## src/rtl/alu_regfile_if.sv

```systemverilog
// Operand-read, writeback and flag signals between the ALU datapath and its register file.
interface alu_regfile_if #(
    parameter int DATA_W = 8,
    parameter int ADDR_W = 3
);
    logic [ADDR_W-1:0] rs1_addr;
    logic [ADDR_W-1:0] rs2_addr;
    logic [DATA_W-1:0] alu_rs1;
    logic [DATA_W-1:0] alu_rs2;
    logic              wr_en;
    logic [ADDR_W-1:0] wr_addr;
    logic [3:0]        opcode;
    logic [DATA_W-1:0] aluOut;
    logic              overflow;
    logic              clr_sticky;
    logic              cond_flag;
    logic              ovf_flag;
    logic              ovf_sticky;

    modport master (
        output rs1_addr, rs2_addr, wr_en, wr_addr, opcode, aluOut, overflow, clr_sticky,
        input  alu_rs1, alu_rs2, cond_flag, ovf_flag, ovf_sticky
    );

    modport slave (
        input  rs1_addr, rs2_addr, wr_en, wr_addr, opcode, aluOut, overflow, clr_sticky,
        output alu_rs1, alu_rs2, cond_flag, ovf_flag, ovf_sticky
    );
endinterface

```

## src/rtl/alu_regfile.sv

```systemverilog
// Operand register file with a one-entry writeback stage, read bypass from that stage,
// and the compare / overflow flags produced by the ALU.
module alu_regfile #(
    parameter int DATA_W = 8,
    parameter int ADDR_W = 3
) (
    input logic         clk,
    input logic         reset_n,
    alu_regfile_if.slave bus
);
    localparam int NUM_REGS = 2 ** ADDR_W;

    logic [DATA_W-1:0] regs [NUM_REGS];
    logic              wb_valid;
    logic [ADDR_W-1:0] wb_addr;
    logic [DATA_W-1:0] wb_data;
    logic              cond_q;
    logic              ovf_q;
    logic              sticky_q;

    logic is_arith;
    logic is_cmp;
    logic is_logic;

    always_comb begin
        is_arith = 1'b0;
        is_cmp   = 1'b0;
        is_logic = 1'b0;
        case (bus.opcode)
            4'b0000, 4'b0001, 4'b0010:                   is_arith = 1'b1;
            4'b0100, 4'b0101, 4'b0110:                   is_cmp   = 1'b1;
            4'b0011, 4'b0111, 4'b1000, 4'b1001, 4'b1010: is_logic = 1'b1;
            default: ;
        endcase
    end

    // Writes to register 0 never enter the WB stage, so regs[0] stays at its reset value.
    always_ff @(posedge clk or negedge reset_n) begin
        if (!reset_n) begin
            for (int i = 0; i < NUM_REGS; i++) begin
                regs[i] <= '0;
            end
            wb_valid <= 1'b0;
            wb_addr  <= '0;
            wb_data  <= '0;
            cond_q   <= 1'b0;
            ovf_q    <= 1'b0;
            sticky_q <= 1'b0;
        end else begin
            if (wb_valid) begin
                regs[wb_addr] <= wb_data;
            end
            wb_valid <= bus.wr_en && (is_arith || is_logic) && (bus.wr_addr != '0);
            wb_addr  <= bus.wr_addr;
            wb_data  <= bus.aluOut;
            if (bus.wr_en && is_cmp) begin
                cond_q <= bus.aluOut[0];
            end
            if (bus.wr_en && is_arith) begin
                ovf_q <= bus.overflow;
            end
            // A new overflow beats a simultaneous clear.
            if (bus.wr_en && is_arith && bus.overflow) begin
                sticky_q <= 1'b1;
            end else if (bus.clr_sticky) begin
                sticky_q <= 1'b0;
            end
        end
    end

    assign bus.alu_rs1 = (bus.rs1_addr == '0) ? '0 :
                         (wb_valid && (wb_addr == bus.rs1_addr)) ? wb_data : regs[bus.rs1_addr];
    assign bus.alu_rs2 = (bus.rs2_addr == '0) ? '0 :
                         (wb_valid && (wb_addr == bus.rs2_addr)) ? wb_data : regs[bus.rs2_addr];

    assign bus.cond_flag  = cond_q;
    assign bus.ovf_flag   = ovf_q;
    assign bus.ovf_sticky = sticky_q;
endmodule

```

## src/flat_wrapper.sv

```systemverilog
// flat-port wrapper written by rule: the top's interface ports become plain ports
module alu_regfile_flat 
#(
    parameter int DATA_W = 8,
    parameter int ADDR_W = 3
)
  (clk, reset_n, bus_rs1_addr, bus_rs2_addr, bus_wr_en, bus_wr_addr, bus_opcode, bus_aluOut, bus_overflow, bus_clr_sticky, bus_alu_rs1, bus_alu_rs2, bus_cond_flag, bus_ovf_flag, bus_ovf_sticky);
  alu_regfile_if #(.DATA_W(DATA_W), .ADDR_W(ADDR_W)) bus_i ();
  input logic clk;
  input logic reset_n;
  input wire logic [$bits(bus_i.rs1_addr)-1:0] bus_rs1_addr;
  input wire logic [$bits(bus_i.rs2_addr)-1:0] bus_rs2_addr;
  input wire logic [$bits(bus_i.wr_en)-1:0] bus_wr_en;
  input wire logic [$bits(bus_i.wr_addr)-1:0] bus_wr_addr;
  input wire logic [$bits(bus_i.opcode)-1:0] bus_opcode;
  input wire logic [$bits(bus_i.aluOut)-1:0] bus_aluOut;
  input wire logic [$bits(bus_i.overflow)-1:0] bus_overflow;
  input wire logic [$bits(bus_i.clr_sticky)-1:0] bus_clr_sticky;
  output wire logic [$bits(bus_i.alu_rs1)-1:0] bus_alu_rs1;
  output wire logic [$bits(bus_i.alu_rs2)-1:0] bus_alu_rs2;
  output wire logic [$bits(bus_i.cond_flag)-1:0] bus_cond_flag;
  output wire logic [$bits(bus_i.ovf_flag)-1:0] bus_ovf_flag;
  output wire logic [$bits(bus_i.ovf_sticky)-1:0] bus_ovf_sticky;
  assign bus_i.rs1_addr = bus_rs1_addr;
  assign bus_i.rs2_addr = bus_rs2_addr;
  assign bus_i.wr_en = bus_wr_en;
  assign bus_i.wr_addr = bus_wr_addr;
  assign bus_i.opcode = bus_opcode;
  assign bus_i.aluOut = bus_aluOut;
  assign bus_i.overflow = bus_overflow;
  assign bus_i.clr_sticky = bus_clr_sticky;
  assign bus_alu_rs1 = bus_i.alu_rs1;
  assign bus_alu_rs2 = bus_i.alu_rs2;
  assign bus_cond_flag = bus_i.cond_flag;
  assign bus_ovf_flag = bus_i.ovf_flag;
  assign bus_ovf_sticky = bus_i.ovf_sticky;
  alu_regfile #(.DATA_W(DATA_W), .ADDR_W(ADDR_W)) u_core (.clk(clk), .reset_n(reset_n), .bus(bus_i));
endmodule
```

## config.mk

```make
export PLATFORM = sky130hd
export DESIGN_NAME = alu_regfile_flat
export DESIGN_NICKNAME = d
export VERILOG_FILES = /design/src/rtl/alu_regfile_if.sv /design/src/rtl/alu_regfile.sv /design/src/flat_wrapper.sv
export SDC_FILE = /design/constraint.sdc
export NUM_CORES = 1
export LEC_CHECK = 0
export CELL_PAD_IN_SITES_DETAIL_PLACEMENT = 0
export CELL_PAD_IN_SITES_GLOBAL_PLACEMENT = 1
export CORE_UTILIZATION = 27
export DETAILED_ROUTE_END_ITERATION = 10
export GPL_TIMING_DRIVEN = 1
export PLACE_DENSITY = 0.56
export SYNTH_ARGS = -nofsm -noshare
export SYNTH_HDL_FRONTEND = slang
export SYNTH_SLANG_ARGS = --single-unit
```

## constraint.sdc

```tcl
create_clock -name clk -period 2.9 [get_ports clk]
set_clock_uncertainty 0.1 [all_clocks]
set_input_delay 0.87 -clock clk [delete_from_list [all_inputs] [get_ports clk]]
set_output_delay 0.87 -clock clk [all_outputs]
set_load 0.005 [all_outputs]
```

* Word level (Yosys, flattened, before mapping)
Index checks and enable logic that the tools add are counted.
Cells by class: muxes and demuxes 18, bitwise operators 3, $lt $le $gt $ge 4, reductions and logical operators 17, equality and inequality tests 12
Operators with widths (count):
- 8-bit 2-to-1 mux | 9
- 64-bit bitwise mux | 1
- 8-bit binary-select mux with 3-bit select | 2
- 8-bit demux with 3-bit select | 1
- 4-bit by 3-bit equality test with 1-bit output (second input constant) | 4
- 4-bit equality test (second input constant) | 3
- 4-bit greater-or-equal comparator (second input constant) | 3
- 3-bit inverter with 4-bit output | 3
- 4-bit by 2-bit equality test with 1-bit output (second input constant) | 2
- 1-bit logical AND | 8
- 3-bit equality test | 2
- 3-bit zero test | 2
- 3-bit OR reduction | 2
- 1-bit 2-to-1 mux | 5
- 5-bit OR reduction | 1
- 4-bit by 1-bit equality test with 1-bit output (second input constant) | 1
- 4-bit zero test | 1
- 4-bit by 1-bit less-than comparator with 1-bit output (second input constant) | 1
- 3-bit nonzero test | 1
- 2-bit nonzero test | 1
- 1-bit logical OR | 1
Word-level totals: input bits 26, word-level logic and storage cells 68, register bits 79

* Longest topological paths before layout
depth after elaboration 6, gate-level depth with buffers 6, gate-level depth less buffers 4

* Worst setup path after synthesis
OpenSTA, ideal clock, no wires.
path kind input-to-output, start input port bus_rs2_addr[1], end output port bus_alu_rs2[0], slack 0.042 ns, arrival time 1.888 ns, required time 1.930 ns, cell stages on the path 5, cell sequence buf_6 -> buf_8 -> mux4_1 -> mux2i_1 -> a211oi_1
On the way: word-level cells in the longest chain between the ends 6
RTL lines:
- start, declared | line flat_wrapper.sv:12 | input wire logic [$bits(bus_i.rs2_addr)-1:0] bus_rs2_addr;
- 3-bit inverter with 4-bit output (not written as such) | line alu_regfile.sv:74 | (wb_valid && (wb_addr == bus.rs2_addr)) ? wb_data : regs[bus.rs2_addr];
- 8-bit binary-select mux with 3-bit select | line alu_regfile.sv:74
- 8-bit 2-to-1 mux (not written as such) (2 in series) | line alu_regfile.sv:74
- 8-bit 2-to-1 mux | line alu_regfile.sv:74
- 8-bit 2-to-1 mux (*) | line alu_regfile.sv:73 | assign bus.alu_rs2 = (bus.rs2_addr == '0) ? '0 :
- end, declared | line flat_wrapper.sv:20 | output wire logic [$bits(bus_i.alu_rs2)-1:0] bus_alu_rs2;
Every way passes the cells marked *; elsewhere a longest branch is shown, timed or not. The select of a mux whose other input is x is not followed.

* Worst setup path in the final report
start input port bus_rs2_addr[1], end output port bus_alu_rs2[3]
Same word-level chain as after synthesis.

==> impl_metrics.sql <==
INSERT INTO impl_metrics (metric_group, metric, value, unit) VALUES
('run_status', 'outcome', 'finished with violations', ''),
('run_status', 'violations', 'negative setup slack', ''),
('floorplan', 'fp.dieW', '128.2', 'µm'),
('final_layout', 'commonest_non_fill_non_tap_cells_in_the_layout', '79 x sky130_fd_sc_hd__dfrtp_1, 65 x sky130_fd_sc_hd__mux2_2, 32 x sky130_fd_sc_hd__mux4_2', ''),
('drt', 'detail_route.iter0.violations', '80', ''),
('worst_setup_path', 'startpoint_type', 'primary input', ''),
('worst_setup_path', 'worst-r2r-setup-slack', '0.86', 'ns'),
('final_layout', 'antenna_cells_inserted', '0', ''),
('flow_run', 'count_of_maximum_capacitance_violations', '0', ''),
('logic_synthesis', 'synth_warn', '0', ''),
('drt', 'wl_cell', '19.78', 'µm'),
('placed_design', 'detailedPlace.worstSlack', '-1.033', 'ns'),
('final_layout', 'syn_to_final_growth', '33.85', '%'),
('floorplan', 'die_y', '128.2', 'µm'),
('logic_synthesis', 'postSynthCellCount', '279', ''),
('worst_setup_path', 'worst-endpoint-arrival', '2.10', 'ns'),
('global_routing', 'grt.total_usage', '15.23', '%'),
('logic_synthesis', 'syn-mean-instance-area', '15.41', 'µm²'),
('timing', 'finalCritPeriodShare', '106.0', '%'),
('hold_path', 'hold_wc_path_type', 'in2async', ''),
('final_layout', 'final_common_cell', 'sky130_fd_sc_hd__dfrtp_1', ''),
('logic_synthesis', 'asyncSetResetFlopFracSynth', '100.0', '%'),
('floorplan', 'die_area', '16430', 'µm²'),
('global_routing', 'via_count_of_the_first_global_routing_pass', '3050', ''),
('drt', 'vias', '2812', ''),
('logic_synthesis', 'netlist.top_cell.by_area', 'sky130_fd_sc_hd__dfrtp_1', ''),
('global_routing', 'grt_overflow', '0', ''),
('worst_setup_path', 'cp-end-kind', 'output port', ''),
('timing', 'setup_viol', '16', ''),
('worst_setup_path', 'crit_type', 'in2out', ''),
('worst_setup_path', 'worst-r2r-cell-count', '4', ''),
('placed_design', 'dpl.hpwl', '7.491', 'mm'),
('logic_synthesis', 'synth_flop_cell', 'sky130_fd_sc_hd__dfrtp_1', ''),
('timing', 'max_slew_margin', '51.61', '%'),
('cts', 'holdBufCountCts', '0', ''),
('logic_synthesis', 'yosysSeqAreaShare', '45.98', '%'),
('timing', 'post-route-worst-setup-slack', '-0.1730', 'ns'),
('worst_setup_path', 'critPathMaxFanout', '4', ''),
('timing', 'max_freq', '325.4', 'MHz'),
('global_routing', 'grt_antenna_before_repair', '0', ''),
('drt', 'wirelength', '11.25', 'mm'),
('worst_setup_path', 'cp_data_required_time', '1.93', 'ns'),
('timing', 'period_minus_slack', '3.073', 'ns'),
('floorplan', 'core.rowCount', '45', ''),
('global_routing', 'grt_first_pass_wirelength', '18.05', 'mm'),
('timing', 'report.final.slew_viol_count', '0', ''),
('logic_synthesis', 'synth_enable_flop_cells', '0', ''),
('pwr', 'power.density_cell_area', '666.7', 'nW/µm²'),
('worst_setup_path', 'rr_startpoint', 'u_core.wb_addr[2]', ''),
('placed_design', 'post_dp_cell_area', '5121', 'µm²'),
('final_layout', 'layout-drive-gt1-share', '60.06', '%'),
('logic_synthesis', 'synth-seq-cells', '79', ''),
('floorplan', 'ioPinCount', '45', ''),
('timing', 'report.final.hold_viol_count', '0', ''),
('drt', 'drt_drc_violations_left', '0', ''),
('cts', 'number_of_buffers_inserted_during_clock_tree_synthesis', '9', ''),
('cts', 'clock_sink_count', '79', ''),
('cts', 'cts_root_buffer', 'sky130_fd_sc_hd__clkbuf_16', ''),
('floorplan', 'placeableCoreArea', '15370', 'µm²'),
('worst_setup_path', 'rr_endpoint', 'u_core.regs[46]', ''),
('cts', 'clkSlewWorstSetupHoldPaths', '0.06', 'ns'),
('drt', 'drt-pass1-iter-count', '4', ''),
('pwr', 'power.static_leakage', '2.416', 'nW'),
('logic_synthesis', 'mappedNetlistNets', '305', ''),
('timing', 'hold_ws', '0.4100', 'ns'),
('cts', 'clock_tree.buffer_depth', '2', ''),
('global_routing', 'largest_net_degree_at_the_start_of_global_routing', '41', ''),
('final_layout', 'finish.net_count', '379', ''),
('logic_synthesis', 'post_synth_main_area_contributors', 'sky130_fd_sc_hd__dfrtp_1 46%, sky130_fd_sc_hd__mux2_2 17%, sky130_fd_sc_hd__mux4_1 16%, sky130_fd_sc_hd__mux2i_1 4.0%, sky130_fd_sc_hd__mux4_2 3.1%', ''),
('timing', 'rsz0062_at_grt', 'yes', ''),
('cts', 'htree_num_levels', '3', '');
## report_power, final
group	internal, W	switching, W	total, W
Sequential	0.00135	0.000213	0.00157
Combinational	0.000653	0.000333	0.000986
Clock	0.000839	0.000446	0.00128
Total	0.00284	0.000992	0.00384
## area by class of cell
type	instances	area [µm²]
clock buffers	10	229.0
inverters	2	7.507
fillers	1484	9617
repair buffers	87	919.6
flip-flops and latches	79	1977
well taps	211	264.0
clock inverters	6	108.9
multi-input cells	174	2248
## worst max path at each step
stage	start	end	slack (ns)	cells past startpoint
6_report	bus_rs2_addr[1]	bus_alu_rs2[3]	-0.17	7
5_1_grt	bus_rs2_addr[1]	bus_alu_rs2[4]	-0.21	7
4_1_cts	bus_rs2_addr[1]	bus_alu_rs2[3]	-0.18	7
3_5_place_dp	bus_rs2_addr[1]	bus_alu_rs2[6]	-1.03	6
3_3_place_gp	bus_rs2_addr[2]	bus_alu_rs2[7]	-1.04	6
2_1_floorplan	bus_rs2_addr[1]	bus_alu_rs2[0]	0.04	5
## per-stage QoR
| step | TNS [ns] | util, % | instances | power (W) |
|---|---|---|---|---|
| floorplan | 0 | - | 279 | 0.002078 |
| global placement | -15.83 | 33.32 | 541 | 0.002443 |
| CTS | -2.141 | 36.95 | 568 | 0.003832 |
| detailed placement | -15.78 | 33.32 | 541 | 0.002463 |
| finish | -1.842 | 37.44 | 569 | 0.003837 |
| global route | -2.646 | 37.44 | 569 | 0.004024 |
## repair_timing
action,4_1_cts,5_1_grt
resized for setup,161,17
hold endpoints to repair,0,0
pin swaps,20,10
gates cloned,5,0
endpoints found under the setup margin,16,16
buffers inserted,6,1
## kinds of logic (layout without fill, tap and decap cells)
kind of cell              after synthesis  after routing  synth area share [%]
AOI/OAI and AO/OA                      19             19                 3.260
xor gates and xnor gates                6              6                 1.222
buffers and inverters                  26            105                 3.958
DFF                                    79             79                 45.98
muxes                                 114            114                 40.02
and+or+nand+nor                        35             35                 5.559
## state kept, by name (all words and copies together) (netlist names)
register / flops
u_core.bus.cond_flag: 1
u_core.wb_valid: 1
u_core.bus.ovf_flag: 1
u_core.wb_addr: 3
u_core.bus.ovf_sticky: 1
u_core.regs: 64
u_core.wb_data: 8
## cell usage after synthesis, types with 3 or more instances
library cell	n
sky130_fd_sc_hd__xnor2_1	6
sky130_fd_sc_hd__dfrtp_1	79
sky130_fd_sc_hd__mux4_2	6
sky130_fd_sc_hd__nor2_1	16
sky130_fd_sc_hd__a211oi_1	16
sky130_fd_sc_hd__buf_1	7
sky130_fd_sc_hd__nand4b_1	3
sky130_fd_sc_hd__buf_2	6
sky130_fd_sc_hd__mux2i_1	17
sky130_fd_sc_hd__buf_4	6
sky130_fd_sc_hd__mux4_1	26
sky130_fd_sc_hd__mux2_2	65
sky130_fd_sc_hd__nand2_1	3
## per-layer routing
layer / vias up / wire [µm] / GRT usage [%]
met3: 18 / 432 / 3.756
met4: 0 / 214 / 5.467
met5: - / 0 / 0
met2: 76 / 5592 / 24.93
met1: 1482 / 5012 / 19.52
li1: 1236 / - / -
## worst max-delay path, cell delays in order
cell	delay, ns
sky130_fd_sc_hd__buf_12	0.09
sky130_fd_sc_hd__buf_12	0.12
sky130_fd_sc_hd__buf_8	0.11
sky130_fd_sc_hd__mux4_2	0.48
sky130_fd_sc_hd__mux2i_1	0.19
sky130_fd_sc_hd__a211oi_2	0.09
sky130_fd_sc_hd__buf_2	0.14
Note: power is estimated with default switching activity, not from simulation.
